<file path="config.mk">
export PLATFORM = sky130hd
export DESIGN_NAME = pulse_hold
export DESIGN_NICKNAME = d
export VERILOG_FILES = /design/src/rtl/pulse_hold_pkg.sv /design/src/rtl/pulse_hold.sv
export SDC_FILE = /design/constraint.sdc
export NUM_CORES = 1
export LEC_CHECK = 0
export BUFFER_PORTS_ARGS = -buffer_cell sky130_fd_sc_hd__clkbuf_2
export CORE_ASPECT_RATIO = 1.25
export CORE_MARGIN = 4
export CORE_UTILIZATION = 30
export CTS_BUF_LIST = sky130_fd_sc_hd__clkbuf_4 sky130_fd_sc_hd__clkbuf_8
export CTS_CLUSTER_SIZE = 14
export DETAILED_ROUTE_END_ITERATION = 12
export HOLD_SLACK_MARGIN = 0.06
export SETUP_SLACK_MARGIN = 0.3
export SLEW_MARGIN = 5
export SYNTH_ARGS = -nofsm -noshare
export SYNTH_HDL_FRONTEND = slang
export SYNTH_SLANG_ARGS = --single-unit
</file>
<file path="constraint.sdc">
create_clock -name clk -period 1.53 [get_ports clk]
set_input_delay 0.2295 -clock clk [delete_from_list [all_inputs] [get_ports clk]]
set_output_delay 0.2295 -clock clk [all_outputs]
set_load 0.01 [all_outputs]
</file>
<file path="src/rtl/pulse_hold_pkg.sv">
// Shared game-input package: state encoding for the pulse stretcher, exposed so
// debug/HUD logic can decode it.
package pulse_hold_pkg;

    typedef enum logic [1:0] {
        IDLE = 2'd0,
        HOLD = 2'd1,
        COOL = 2'd2
    } ph_state_e;

endpackage

</file>
<file path="src/rtl/pulse_hold.sv">
// Pulse-to-level converter: stretches a trigger into a HOLD_CYCLES-wide level,
// then ignores triggers for COOLDOWN_CYCLES before re-arming.
module pulse_hold
    import pulse_hold_pkg::*;
#(
    parameter  int HOLD_CYCLES     = 8,
    parameter  int COOLDOWN_CYCLES = 4,
    parameter  int RETRIGGER       = 0,
    localparam int MAXC            = (HOLD_CYCLES > COOLDOWN_CYCLES) ? HOLD_CYCLES : COOLDOWN_CYCLES,
    localparam int CW              = $clog2(MAXC + 1)
) (
    input  logic          clk,
    input  logic          reset,
    input  logic          trig,
    output logic          level,
    output logic          busy,
    output logic          done,
    output logic [CW-1:0] remaining
);

    localparam logic [CW-1:0] HOLD_LD = CW'(HOLD_CYCLES - 1);
    localparam logic [CW-1:0] COOL_LD = (COOLDOWN_CYCLES > 0) ? CW'(COOLDOWN_CYCLES - 1) : '0;

    if (HOLD_CYCLES < 1) begin : g_bad_hold
        $error("pulse_hold: HOLD_CYCLES must be >= 1");
    end

    ph_state_e     state_q;
    logic [CW-1:0] cnt_q;
    logic          level_q;
    logic          busy_q;
    logic          done_q;

    always_ff @(posedge clk) begin
        if (reset) begin
            state_q <= IDLE;
            cnt_q   <= '0;
            level_q <= 1'b0;
            busy_q  <= 1'b0;
            done_q  <= 1'b0;
        end else begin
            done_q <= 1'b0;
            case (state_q)
                IDLE: begin
                    if (trig) begin
                        state_q <= HOLD;
                        cnt_q   <= HOLD_LD;
                        level_q <= 1'b1;
                        busy_q  <= 1'b1;
                    end
                end
                HOLD: begin
                    // Retrigger outranks expiry, so a trigger on the cnt=0 edge extends the hold.
                    if ((RETRIGGER != 0) && trig) begin
                        cnt_q <= HOLD_LD;
                    end else if (cnt_q == '0) begin
                        level_q <= 1'b0;
                        done_q  <= 1'b1;
                        if (COOLDOWN_CYCLES > 0) begin
                            state_q <= COOL;
                            cnt_q   <= COOL_LD;
                        end else begin
                            state_q <= IDLE;
                            busy_q  <= 1'b0;
                        end
                    end else begin
                        cnt_q <= cnt_q - CW'(1);
                    end
                end
                COOL: begin
                    if (cnt_q == '0) begin
                        state_q <= IDLE;
                        busy_q  <= 1'b0;
                    end else begin
                        cnt_q <= cnt_q - CW'(1);
                    end
                end
                default: begin
                    state_q <= IDLE;
                    cnt_q   <= '0;
                    level_q <= 1'b0;
                    busy_q  <= 1'b0;
                end
            endcase
        end
    end

    assign level     = level_q;
    assign busy      = busy_q;
    assign done      = done_q;
    assign remaining = (state_q == HOLD) ? (cnt_q + CW'(1)) : '0;

endmodule

</file>
# Yosys cells after proc, flatten, opt, wreduce, memory -nomap -nowiden
# Cells that the tools add are included.
# classes
add_sub_neg	2
eq_ne	6
mux	14
bitwise	2
reduce_logical	7
# op_table
operator	count
$mux 4	4
$pmux 4 s3	1
$reduce_and 3->1	3
$ne 2x2->1 const B	4
$mux 2	3
$pmux 1 s3	2
$pmux 2 s3	1
$add 4x1->4 const B	1
$logic_not 4->1	1
$sub 4x1->4 const B	1
$mux 1	3
$eq 2x1->1 const B	1
$eq 2x2->1 const B	1
$logic_not 2->1	1
$not 1->1	2
$reduce_and 2->1	1
$reduce_or 2->1	1
# totals
regBits	9
input_bits	3
out_inout_bits	7
word_cells	36

# Longest topological paths before layout
# depth
depth_word	3
mapped_depth	6
mapped_depth_nobuf	6

# Least setup slack after synthesis
# No wires, ideal clock.
# synth_timing
path_type	register to register
from	reg cnt_q[0]
to	reg level_q (netlist: level)
setup_ns	0.112
arrival_time_ns	1.309
required_ns	1.418
setup_slack_ns	0.109
stages_incl_launch_ff	7
path_buffers	0
period_less_slack_ns	1.421
path_cell_list	dfxtp_1 -> inv_1 -> ha_1 -> or3b_4 -> a21oi_2 -> a2bb2oi_2 -> nor2_1
# synth_via
elab_chain_len	3
# synth_lines
element	line	rtl
from (decl)	pulse_hold.sv:29	logic [CW-1:0] cnt_q;
from (signal assigned)	pulse_hold.sv:67	cnt_q <= cnt_q - CW'(1);
from (signal assigned)	pulse_hold.sv:75	cnt_q <= cnt_q - CW'(1);
$logic_not 4->1	pulse_hold.sv:56	end else if (cnt_q == '0) begin
$ne 2x2->1 (no line)	-	
$reduce_and 3->1 (no line)	-	
to (signal assigned)	pulse_hold.sv:48	level_q <= 1'b1;
to (signal assigned)	pulse_hold.sv:57	level_q <= 1'b0;
to (signal assigned)	pulse_hold.sv:81	level_q <= 1'b0;
to (decl)	pulse_hold.sv:30	logic level_q;
# Every way passes these cells.
# A chain may end at the register's enable or synchronous reset.

# Worst setup path after layout
# Ends and elaborated chain as after synthesis.

==> flow_summary.yaml <==
status:
  run_status: "finished clean"
clock_network:
  ctsHtreeMaxLevel: 1
  clockRootBuffer: "sky130_fd_sc_hd__clkbuf_4"
  clock_sinks: 9
  cts_tree: "yes"
  ctsLongestPathBuffers: 2
  numCtsBuffers: 3
  path_clk_slew_ps: 60
  worst_skew_pair.late_latency_ps: 260
floorplan:
  floorplan.core_area_um2: 1640
  floorplan.rows: 16
  die_width_um: 46.0
  initial_core_utilization_pct: 33.0
  dieArea_um2: 2550
  floorplan.io_pins: 10
  dieHeight_um: 55.5
logic_synthesis:
  syn_area_um2: 542
  synth_largest_area_cell: "sky130_fd_sc_hd__dfxtp_1"
  synth_seq_area_share_pct: 33.3
  post_synth_edffs: 0
  syn_inst: 64
  postSynthAreaPerCell_um2: 8.47
  synth_async_sr_flop_share_pct: 0
  synth.top_cells.by_area: "sky130_fd_sc_hd__dfxtp_1 (33%), sky130_fd_sc_hd__nor2_1 (9.0%), sky130_fd_sc_hd__a21oi_1 (4.6%), sky130_fd_sc_hd__ha_1 (4.6%), sky130_fd_sc_hd__nor3_1 (3.7%)"
  yosys_warnings: 0
  synth.lib_cells_used.distinct: 28
  synth_seq_cells: 9
  top_reg_cell_synth: "sky130_fd_sc_hd__dfxtp_1"
  mappedNetlistNets: 69
  synth.top_cell.area_share_pct: 33.3
finish:
  final_cells: 104
  fin_nets: 92
  diodes_inserted: 0
  layout-drive-gt1-share_pct: 54.7
  mostFrequentLayoutCells: "sky130_fd_sc_hd__nor2_1 (12), sky130_fd_sc_hd__buf_4 (11), sky130_fd_sc_hd__clkbuf_2 (6)"
  most_common_cell_after_layout_fill_and_taps_aside: "sky130_fd_sc_hd__nor2_1"
  design_area_um2: 787
  areaGrowthSynthToFinish_pct: 45.3
grt:
  grt_overflow: 0
  global_route.usage.total_pct: 12.7
  maximum_number_of_pins_on_one_net_before_global_route_repair: 9
  first_pass_grt_wire_length_mm: 2.44
  number_of_global_route_vias_before_repair: 541
  antenna_violations_before_repair: 0
sta:
  setup_violations: 0
  final_critical_path_required_period_ps: 1390
  tightestPinTransition_ps: 396
  timing.max_slew.rel_slack_pct: 73.2
  accumulated_negative_setup_slack_ps: 0
  unrepaired_setup_endpoints_after_global_routing: "true"
  finalClockSkew_ps: 0.353
  final_hold_viol_count: 0
  finalCritPeriodShare_pct: 91.1
  final.hold.worst_slack_ps: 230
  clock.fmax_mhz: 717
  final_max_slew_violation_count: 0
route:
  drt_first_iter_violations: 7
  vias: 555
  length_of_routed_met3_wiring_um: 34
  met2_wirelength_um: 693
  wl_per_cell_um: 12.8
  post_drt_via_cell_ratio: 5.34
  ant_nets: 0
  drt_drc: 0
  routed.top_layer: "met4"
  wl_met1_um: 585
  drt-pass1-iter-count: 2
  drt-total-wl_mm: 1.33
place:
  port_buffers: 9
  place.detailed.instances: 91
  globalplace.congestion: 0.766
  dp.final_hpwl_um: 865
  post_dp_cell_area_um2: 637
worst_setup_path:
  reg2reg_depth: 6
  worst-setup-path-type: "reg2reg"
  cp_data_required_time_ps: 1690
  nature_of_the_critical_path_endpoint: "register"
  worst_r2r_startpoint: "cnt_q[0]"
  r2r_setup_slack_ps: 140
  r2r-end: "level"
  worst_setup_path_start_kind: "register"
  arrival_ps: 1550
  worst_path_maximum_fanout: 5
power_and_ir_drop:
  powerDensity_nw_per_um2: 1160
  power_leakage_uw: 0.000343
  vdd_ir_drop_max_uv: 490
hold_path:
  holdCritStartpoint: "reset"
  hold_class: "in2reg"
  min_delay_worst_endpoint: "cnt_q[2]"
  holdPathStages: 2
run:
  max_cap_violations: 0
timing repair:
action | in CTS | in global routing
setup buffers | 9 | 0
hold buffers | 0 | 0
setup endpoints to repair | 10 | 12
pin swaps | 8 | 5
resized for setup | 15 | 6
cells in the mapped netlist (2+ instances only):
master                      n
sky130_fd_sc_hd__nor2_1    13
sky130_fd_sc_hd__dfxtp_1    9
sky130_fd_sc_hd__a21oi_1    5
sky130_fd_sc_hd__inv_1      4
sky130_fd_sc_hd__nor3_1     4
sky130_fd_sc_hd__a21o_1     2
sky130_fd_sc_hd__clkbuf_1   2
sky130_fd_sc_hd__ha_1       2
sky130_fd_sc_hd__nand2b_1   2
sky130_fd_sc_hd__xnor2_1    2
sky130_fd_sc_hd__xor2_1     2
per-layer routing:
metal  vias up  track usage [%]
met3         2             1.95
met1       270             14.7
li1        272                -
met4         0             7.32
met5         -                0
met2        11             20.9
sequential cells by signal, indices dropped and copies added (netlist names):
register	cells
done	1
level	1
cnt_q	4
state_q	2
busy	1
through the flow:
stage | util, % | power [µW] | setup WS [ps]
floorplan | - | 534 | 209
global placement | 38.8 | 604 | 161
detailed placement | 38.8 | 609 | 133
CTS | 47.3 | 903 | 118
global route | 47.9 | 973 | 48.3
finish | 47.9 | 913 | 136
kinds of logic (layout without fill, tap and decap cells):
logic type / after synthesis / after routing / synth area share, %
xor gates and xnor gates: 4 / 4 / 6.47
and+or+nand+nor: 26 / 26 / 27.7
buffers and inverters: 7 / 29 / 5.08
AOI/OAI and AO/OA: 16 / 16 / 22.9
adders and majority gates: 2 / 2 / 4.62
DFF: 9 / 9 / 33.3
how the worst max path moves through the flow:
stage             start      endpoint  depth (start not counted)
6_report       cnt_q[0]         level                          6
3_5_place_dp   cnt_q[1]      cnt_q[1]                          6
2_1_floorplan  cnt_q[1]         level                          6
3_3_place_gp   cnt_q[1]         level                          6
4_1_cts        cnt_q[0]  remaining[2]                          4
5_1_grt        cnt_q[0]      cnt_q[1]                          6
critical path: stages, from the launching register on:
cell and delay (ps):
sky130_fd_sc_hd__dfxtp_4 360, sky130_fd_sc_hd__inv_2 70, sky130_fd_sc_hd__ha_4 130, sky130_fd_sc_hd__or3b_4 390, sky130_fd_sc_hd__a21oi_2 160, sky130_fd_sc_hd__a2bb2oi_2 130
sky130_fd_sc_hd__nor2_1 50
report_power, final:
part | leakage, µW | internal, µW | switching, µW | total (µW)
combinational | 0.000247 | 203 | 183 | 386
sequential | 0.0000775 | 271 | 49.9 | 321
clock | 0.0000184 | 119 | 87.6 | 206
total | 0.000343 | 593 | 320 | 913
final cells by class:
cell class              instances  area, µm²
fillers                       163        855
multi-input cells              48        379
flip-flops and latches          9        199
repair buffers                 21        139
clock buffers                   4       30.0
well taps                      18       22.5
inverters                       4       17.5
(Power assumes the default switching activity.)
